$ cat config.mk
export PLATFORM = sky130hd
export DESIGN_NAME = sum_bcd_converter
export DESIGN_NICKNAME = d
export VERILOG_FILES = /design/src/rtl/sum_bcd_pkg.sv /design/src/rtl/bcd_seg7_decode.sv /design/src/rtl/sum_bcd_converter.sv
export SDC_FILE = /design/constraint.sdc
export NUM_CORES = 1
export LEC_CHECK = 0
export CORE_MARGIN = 1.5
export CORE_UTILIZATION = 50
export DETAILED_ROUTE_END_ITERATION = 10
export GPL_ROUTABILITY_DRIVEN = 0
export PLACE_DENSITY = 0.78
export SETUP_SLACK_MARGIN = 0.2
export SLEW_MARGIN = 20
export SYNTH_ARGS = -nofsm -noshare
export SYNTH_HDL_FRONTEND = slang
export SYNTH_SLANG_ARGS = --single-unit
$ cat constraint.sdc
create_clock -name clk -period 3.45 [get_ports clk]
set_input_delay 0.69 -clock clk [delete_from_list [all_inputs] [get_ports clk]]
set_output_delay 0.69 -clock clk [all_outputs]
set_load 0.02 [all_outputs]
$ cat src/rtl/sum_bcd_pkg.sv
// Shared types and constants for the binary-to-BCD converter.
// The seven-segment table is only referenced when SUM_BCD_SEG_EN is defined.
package sum_bcd_pkg;

    typedef enum logic [1:0] {
        ST_IDLE  = 2'd0,
        ST_SHIFT = 2'd1,
        ST_DONE  = 2'd2
    } state_t;

    localparam logic [3:0] BCD_ADJ_THRESH = 4'd5;
    localparam logic [3:0] BCD_ADJ_ADD    = 4'd3;

    // {g,f,e,d,c,b,a}, active-high; codes 10-15 blank
    localparam logic [6:0] SEG7_LUT [16] = '{
        7'b0111111, 7'b0000110, 7'b1011011, 7'b1001111,
        7'b1100110, 7'b1101101, 7'b1111101, 7'b0000111,
        7'b1111111, 7'b1101111, 7'b0000000, 7'b0000000,
        7'b0000000, 7'b0000000, 7'b0000000, 7'b0000000
    };

    // True when 10^digits exceeds the largest in_w-bit value
    function automatic bit digits_cover_width(input int unsigned in_w, input int unsigned digits);
        longint unsigned p10;
        longint unsigned max_in;
        p10    = 64'd1;
        max_in = (64'd1 << in_w) - 64'd1;
        for (int unsigned k = 0; k < digits; k++) begin
            if (p10 <= max_in) p10 = p10 * 64'd10;
        end
        return (p10 > max_in);
    endfunction

endpackage

$ cat src/rtl/bcd_seg7_decode.sv
// One BCD digit to seven-segment pattern {g,f,e,d,c,b,a}, active-high.
module bcd_seg7_decode
    import sum_bcd_pkg::*;
(
    input  logic [3:0] i_digit,
    output logic [6:0] o_seg
);

    assign o_seg = SEG7_LUT[i_digit];

endmodule

$ cat src/rtl/sum_bcd_converter.sv
// Sequential double-dabble converter: binary sum in, packed BCD out, one bit per cycle.
// Define SUM_BCD_SEG_EN to add the per-digit seven-segment output port seg.
module sum_bcd_converter
    import sum_bcd_pkg::*;
#(
    parameter int unsigned IN_W   = 8,
    parameter int unsigned DIGITS = 3
) (
    input  logic                  clk,
    input  logic                  rst,
    input  logic                  in_valid,
    output logic                  in_ready,
    input  logic [IN_W-1:0]       in_data,
    output logic                  out_valid,
    input  logic                  out_ready,
    output logic [4*DIGITS-1:0]   out_bcd,
`ifdef SUM_BCD_SEG_EN
    output logic [7*DIGITS-1:0]   seg,
`endif
    output logic                  busy
);

    localparam int unsigned BCD_W = 4 * DIGITS;
    localparam int unsigned CNT_W = $clog2(IN_W + 1);

    if (!digits_cover_width(IN_W, DIGITS)) begin : g_bad_params
        $error("sum_bcd_converter: DIGITS too small for IN_W");
    end

    state_t                   r_state;
    state_t                   w_state_nxt;
    logic                     w_accept;
    logic                     w_last;
    logic [CNT_W-1:0]         r_cnt;
    logic [IN_W-1:0]          r_shreg;
    logic [BCD_W-1:0]         r_bcd;
    logic [BCD_W-1:0]         r_out_bcd;
    logic                     r_in_ready;
    logic                     r_out_valid;
    logic                     r_busy;
    logic [BCD_W-1:0]         w_adj;
    logic [BCD_W+IN_W-1:0]    w_step;

    // Add-3 on every digit >= 5; no carry can leave a digit
    always_comb begin
        w_adj = r_bcd;
        for (int k = 0; k < int'(DIGITS); k++) begin
            if (r_bcd[4*k +: 4] >= BCD_ADJ_THRESH) begin
                w_adj[4*k +: 4] = r_bcd[4*k +: 4] + BCD_ADJ_ADD;
            end
        end
    end

    assign w_step = {w_adj, r_shreg} << 1;

    always_comb begin
        w_state_nxt = r_state;
        w_accept    = 1'b0;
        w_last      = 1'b0;
        case (r_state)
            ST_IDLE: begin
                if (in_valid) begin
                    w_accept    = 1'b1;
                    w_state_nxt = ST_SHIFT;
                end
            end
            ST_SHIFT: begin
                if (r_cnt == CNT_W'(1)) begin
                    w_last      = 1'b1;
                    w_state_nxt = ST_DONE;
                end
            end
            ST_DONE: begin
                if (out_ready) w_state_nxt = ST_IDLE;
            end
            default: w_state_nxt = ST_IDLE;
        endcase
    end

    always_ff @(posedge clk) begin
        if (!rst) r_state <= ST_IDLE;
        else      r_state <= w_state_nxt;
    end

    // Handshake/status outputs follow the next state so they are registered
    always_ff @(posedge clk) begin
        if (!rst) begin
            r_in_ready  <= 1'b1;
            r_out_valid <= 1'b0;
            r_busy      <= 1'b0;
        end else begin
            r_in_ready  <= (w_state_nxt == ST_IDLE);
            r_out_valid <= (w_state_nxt == ST_DONE);
            r_busy      <= (w_state_nxt == ST_SHIFT);
        end
    end

    always_ff @(posedge clk) begin
        if (!rst) begin
            r_cnt     <= '0;
            r_shreg   <= '0;
            r_bcd     <= '0;
            r_out_bcd <= '0;
        end else if (w_accept) begin
            r_cnt   <= CNT_W'(IN_W);
            r_shreg <= in_data;
            r_bcd   <= '0;
        end else if (r_state == ST_SHIFT) begin
            r_cnt   <= r_cnt - CNT_W'(1);
            r_shreg <= w_step[IN_W-1:0];
            r_bcd   <= w_step[BCD_W+IN_W-1:IN_W];
            if (w_last) r_out_bcd <= w_step[BCD_W+IN_W-1:IN_W];
        end
    end

    assign in_ready  = r_in_ready;
    assign out_valid = r_out_valid;
    assign busy      = r_busy;
    assign out_bcd   = r_out_bcd;

`ifdef SUM_BCD_SEG_EN
    for (genvar k = 0; k < int'(DIGITS); k++) begin : g_seg
        bcd_seg7_decode u_seg7 (
            .i_digit (r_out_bcd[4*k +: 4]),
            .o_seg   (seg[7*k +: 7])
        );
    end
`endif

endmodule

==> results of run 1 <==
## cell usage after synthesis, drive strengths merged (4+ instances only)
cell and instances:
clkbuf 4, nand2b 6, a22oi 7, buf 7
a21oi 23, nor2 15, o21ai 7, a211oi 4
nand2 29, ha 8, inv 9, dfxtp 41
nor3b 7, o22ai 12
## cell families (layout without fill, tap and decap cells)
logic type / Yosys count / in the layout / share of synthesized area (%)
and+or+nand+nor: 66 / 66 / 18.0
AOI/OAI and AO/OA: 58 / 58 / 20.0
DFF: 41 / 41 / 46.6
buffers and inverters: 20 / 46 / 5.26
adders and majority gates: 8 / 8 / 5.68
xor gates and xnor gates: 4 / 4 / 1.99
muxes: 4 / 4 / 2.49
## where the power goes
part           internal (mW)  switching (mW)  total [mW]  leakage, nW
clock network          0.224           0.160       0.384       0.0552
registers              0.492          0.0124       0.504        0.333
logic                 0.0468          0.0607       0.108        0.402
## worst max-delay path by stage
stage	slack, ps	to	cells after the start
after floorplan	1880	r_bcd[10]	5
after global routing	1150	r_bcd[6]	6
after detailed placement	900	r_bcd[10]	6
final	1250	r_bcd[6]	6
after global placement	940	r_bcd[5]	6
after CTS	1270	r_bcd[6]	6
## worst register-to-register path: stages (launching register included)
cell and delay, ps:
dfxtp_1 350, nor3b_2 170, buf_4 200, nand2b_1 520, nand2b_1 320, o22ai_1 100
## through the flow
stage	power (mW)	hold slack (ps)	cell area (um^2)	setup slack (ps)
2_1_floorplan	0.586	436	1760	1880
3_3_place_gp	0.619	442	2040	935
3_5_place_dp	0.621	447	2040	900
4_1_cts	0.999	464	2150	1270
5_1_grt	1.03	486	2150	1150
6_report	0.996	464	2150	1250
## per-layer routing
layer,up-vias,part of all wire (%),global-route usage (%)
met3,7,5.0,5.25
met4,0,1.7,7.50
met5,-,0,0
met2,30,43,28.5
met1,697,50,27.0
li1,748,-,-
## cell type report
cell class,instances,area [um^2],area share [%]
clock buffers,5,37.5,1.75
clock inverters,3,65.1,3.03
inverters,9,33.8,1.57
flip-flops and latches,41,821,38.3
repair buffers,29,283,13.2
multi-input cells,140,848,39.5
well taps,46,57.6,2.68
## flip-flops by register name, summed over array words and instances, names as in the netlist
register,count
busy,1
r_cnt,4
in_ready,1
r_bcd,12
r_shreg,8
r_state,2
out_valid,1
out_bcd,12
==> results.yml, run 1 <==
setup_path:
  crit_path_max_fanout: 16
  end_kind: "flip-flop"
  max_stage_delay_ps: 520
  r2r_slack_ps: 1660
  crit_top_cell: "nand2b_1"
  r2r-start: "r_state[1]"
  startpoint_type: "input port"
  path_class: "in -> reg"
  path_cells: "clkdlybuf4s50_1 -> nor3b_2 -> buf_4 -> nand2b_1 -> nand2b_1 -> o22ai_1"
  worst-path-buf-inv: 2
  cp_data_required_time_ps: 3680
  r2r-end: "r_bcd[6]"
  slowest_stage: "nand2b_1"
  crit_family: "simple AND/OR/NAND/NOR gates"
  critPathLaunch: "in_valid"
  arrival_ps: 2430
  reg2reg_depth: 5
logic_synthesis:
  synth.distinct_cells: 31
  yosysTopAreaCellShare_pct: 46.6
  async_flop_share_pct: 0
  synth-edff-count: 0
  synth_area_leaders: "dfxtp_1 (47%), a21oi_1 (6.5%), nand2_1 (6.2%), ha_1 (5.7%), o22ai_1 (4.3%)"
  synth_seq_cells: 41
  yosys_warnings: 0
  synth_ff_type: "dfxtp_1"
  yosys.area.top_type: "dfxtp_1"
  syn_area_per_cell_um2: 8.76
  syn_nets: 221
  seq_area_frac_synth_pct: 46.6
  synthCells: 201
  syn_area_mm2: 0.00176
clock_network:
  root_buffer: "clkbuf_4"
  ctsHoldBuffers: 0
  tritoncts: "built"
  htree_levels: 2
  clk_path_buf_depth: 2
  cts_setup_buffers: 0
  cts_made_buffers: 5
  clk_pin_slew_ps: 130
  insertion_delay_ps: 350
  post_cts_resized: 0
  cts_sinks: 41
routing:
  drtIter0Drc: 80
  drc: 0
  wl_mm: 3.55
  wl_per_cell_um: 13.0
  antenna_left: 0
  viasPerCell: 5.43
  vias: 1482
  firstDrtPassIters: 4
cells_and_area:
  n_antenna_cell: 0
  n_fill_cell: 304
  area_growth_pct: 21.8
  final_util_pct: 63.8
  layout_commonest_cell: "dfxtp_1"
  nets: 246
  final_layout_size_suffix_gt1_share_pct: 7.05
  final_cell_mix: "dfxtp_1 (41), nand2_1 (29), clkdlybuf4s50_1 (26)"
  finalNonFillerCells: 273
timing:
  worst_pin_slew_ps: 620
  max_freq_mhz: 455
  tns_ps: 0
  final_max_slew_viol_count: 0
  rsz0062_at_grt: "no"
  slew_headroom_pct: 58.7
  hold_viol_final: 0
  final-setup-viol-count: 0
  fin_crit_ps: 2200
  finalCritPeriodShare_pct: 63.7
  finClkSkew_ps: 10.1
grt:
  grt_pass1_vias: 1320
  grt_use_total_pct: 19.3
  grt_pass1_wl_mm: 5.97
  grt_antenna_before_repair: 0
  grt_max_degree: 24
  grt_overflow: 0
hold_path:
  min_from: "r_shreg[3]"
  min_path_type: "reg -> reg"
  min_to: "r_shreg[3]"
  hold-path-cell-count: 2
die:
  die_area_mm2: 0.00389
  die_h_um: 62.4
  io_pins: 27
  dieWidth_um: 62.4
  core_mm2: 0.00336
  start_util_pct: 52.4
  fp-row-count: 21
placement:
  numPortBuffers: 26
  dp_cells: 265
  hpwl_mm: 2.48
power:
  vdd_drop_max_mv: 0.358
  powerDensity_mw_per_mm2: 464
  leakage_nw: 0.790
run_status:
  status: "completed"
flow_run:
  cap_violations: 0
Power figures use the tool's default switching activity.
==> run 2, diff against run 1 <==
--- a/config.mk
+++ b/config.mk
@@ -6,10 +6,10 @@
 export NUM_CORES = 1
 export LEC_CHECK = 0
 export CORE_MARGIN = 1.5
-export CORE_UTILIZATION = 50
+export CORE_UTILIZATION = 47
 export DETAILED_ROUTE_END_ITERATION = 10
 export GPL_ROUTABILITY_DRIVEN = 0
-export PLACE_DENSITY = 0.78
+export PLACE_DENSITY = 0.77
 export SETUP_SLACK_MARGIN = 0.2
 export SLEW_MARGIN = 20
 export SYNTH_ARGS = -nofsm -noshare
==> constraint.sdc (replaced) <==
create_clock -name clk -period 2 [get_ports clk]
set_input_delay 0.4 -clock clk [delete_from_list [all_inputs] [get_ports clk]]
set_output_delay 0.4 -clock clk [all_outputs]
set_load 0.02 [all_outputs]
==> results.yml, run 2 (synthesized netlist as in run 1, its figures left out) <==
run_status:
  status: "completed"
die:
  core_mm2: 0.00363
  io_pins: 27
  fp-row-count: 22
  dieWidth_um: 64.2
  die_area_mm2: 0.00412
  die_h_um: 64.2
  start_util_pct: 48.5
setup_path:
  crit_family: "buffers and inverters"
  arrival_ps: 1230
  path_class: "reg -> out"
  cp.depth: 1
  slowest_stage: "clkdlybuf4s50_1"
  end_kind: "primary output"
  startpoint_type: "flip-flop"
  worst-path-buf-inv: 1
  crit_path_max_fanout: 2
  max_stage_delay_ps: 600
  reg2reg_depth: 6
  path_cells: "clkdlybuf4s50_1"
  cp_data_required_time_ps: 1600
timing:
  final-setup-viol-count: 0
  rsz0062_at_grt: "no"
  finClkSkew_ps: 6.23
  hold_viol_final: 0
  worst_pin_slew_ps: 439
  slew_headroom_pct: 70.6
  fin_crit_ps: 1630
  final_max_slew_viol_count: 0
  finalCritPeriodShare_pct: 81.3
  tns_ps: 0
  max_freq_mhz: 615
routing:
  top_layer_used: "met4"
  vias: 1467
  wl_mm: 3.38
  drtIter0Drc: 45
  wl_met3_um: 146
  wl_met1_mm: 1.63
  firstDrtPassIters: 4
  antenna_left: 0
  viasPerCell: 5.28
  drc: 0
  wl_met2_mm: 1.56
  wl_per_cell_um: 12.2
placement:
  hpwl_mm: 2.35
  numPortBuffers: 26
  dp_cells: 270
cells_and_area:
  final_cell_mix: "dfxtp_1 (41), nand2_1 (29), clkdlybuf4s50_1 (26)"
  n_fill_cell: 340
  final_layout_size_suffix_gt1_share_pct: 6.96
  finalNonFillerCells: 278
  n_antenna_cell: 0
  layout_commonest_cell: "dfxtp_1"
  area_growth_pct: 21.9
  nets: 249
grt:
  grt_pass1_vias: 1326
  grt_use_total_pct: 18.7
  grt_antenna_before_repair: 0
  grt_max_degree: 24
  grt_pass1_wl_mm: 5.82
  grt_overflow: 0
clock_network:
  cts_setup_buffers: 0
  ctsHoldBuffers: 0
  post_cts_resized: 0
  htree_levels: 2
  clk_path_buf_depth: 2
  insertion_delay_ps: 290
  root_buffer: "clkbuf_8"
  clk_pin_slew_ps: 70
  tritoncts: "built"
  cts_made_buffers: 5
  cts_sinks: 41
hold_path:
  min_path_type: "reg -> reg"
  hold-path-cell-count: 2
power:
  switchingPower_mw: 0.389
  switching_share_pct: 24.8
  internal-power_mw: 1.18
  vdd_drop_max_mv: 0.315
  leakage_nw: 0.789
  combPwrFrac_pct: 12.0
  powerDensity_mw_per_mm2: 730
  clkPwrFrac_pct: 32.7
  p_seq_share_pct: 55.3
flow_run:
  cap_violations: 0
run 2: changes by cell type in the layout (fill, tap and decap cells not counted), sizes merged:
cell | before | now
clkinv | 1 | 0
buf | 3 | 6
bufinv | 2 | 0
clkbuf | 5 | 8
run 2: power by group through the flow:
stage	Combinational [mW]	Clock (mW)	Sequential, mW
floorplan	0.120	0	0.890
global placement	0.189	0	0.885
detailed placement	0.190	0	0.886
CTS	0.190	0.530	0.868
global route	0.212	0.569	0.872
finish	0.189	0.512	0.868
run 2: layout make-up:
cell class                 instances  area [um^2]  area share [%]
multi-input combinational        140          848            39.5
sequential                        41          821            38.2
timing repair buffer              32          305            14.2
clock buffer                       8         80.1            3.73
tap                               48         60.1            2.80
inverter                           9         33.8            1.57
run 2: stage by stage:
stage	util [%]	setup slack, ps	total power [mW]	cell area (um^2)	hold slack (ps)
after global placement	56.9	327	1.07	2070	442
after CTS	59.1	350	1.59	2150	458
after floorplan	-	535	1.01	1760	436
final	59.1	375	1.57	2150	459
after global routing	59.1	236	1.65	2150	487
after detailed placement	56.9	321	1.08	2070	448
run 2: path summary, 6_finish.rpt:
kind,startpoint,endpoint,slack [ps]
worst max-delay path,out_bcd[8],out_bcd[8],370
worst min-delay path,r_shreg[6],r_shreg[6],460
worst max register to register,r_bcd[4],out_bcd[6],400
worst min register to register,r_shreg[6],r_shreg[6],460
run 2: per-layer routing:
layer  GRT usage (%)  vias to the layer above
met1            22.2                      678
met5               0                        -
met3            6.87                        4
met2            29.8                       30
li1                -                      755
met4            8.78                        0
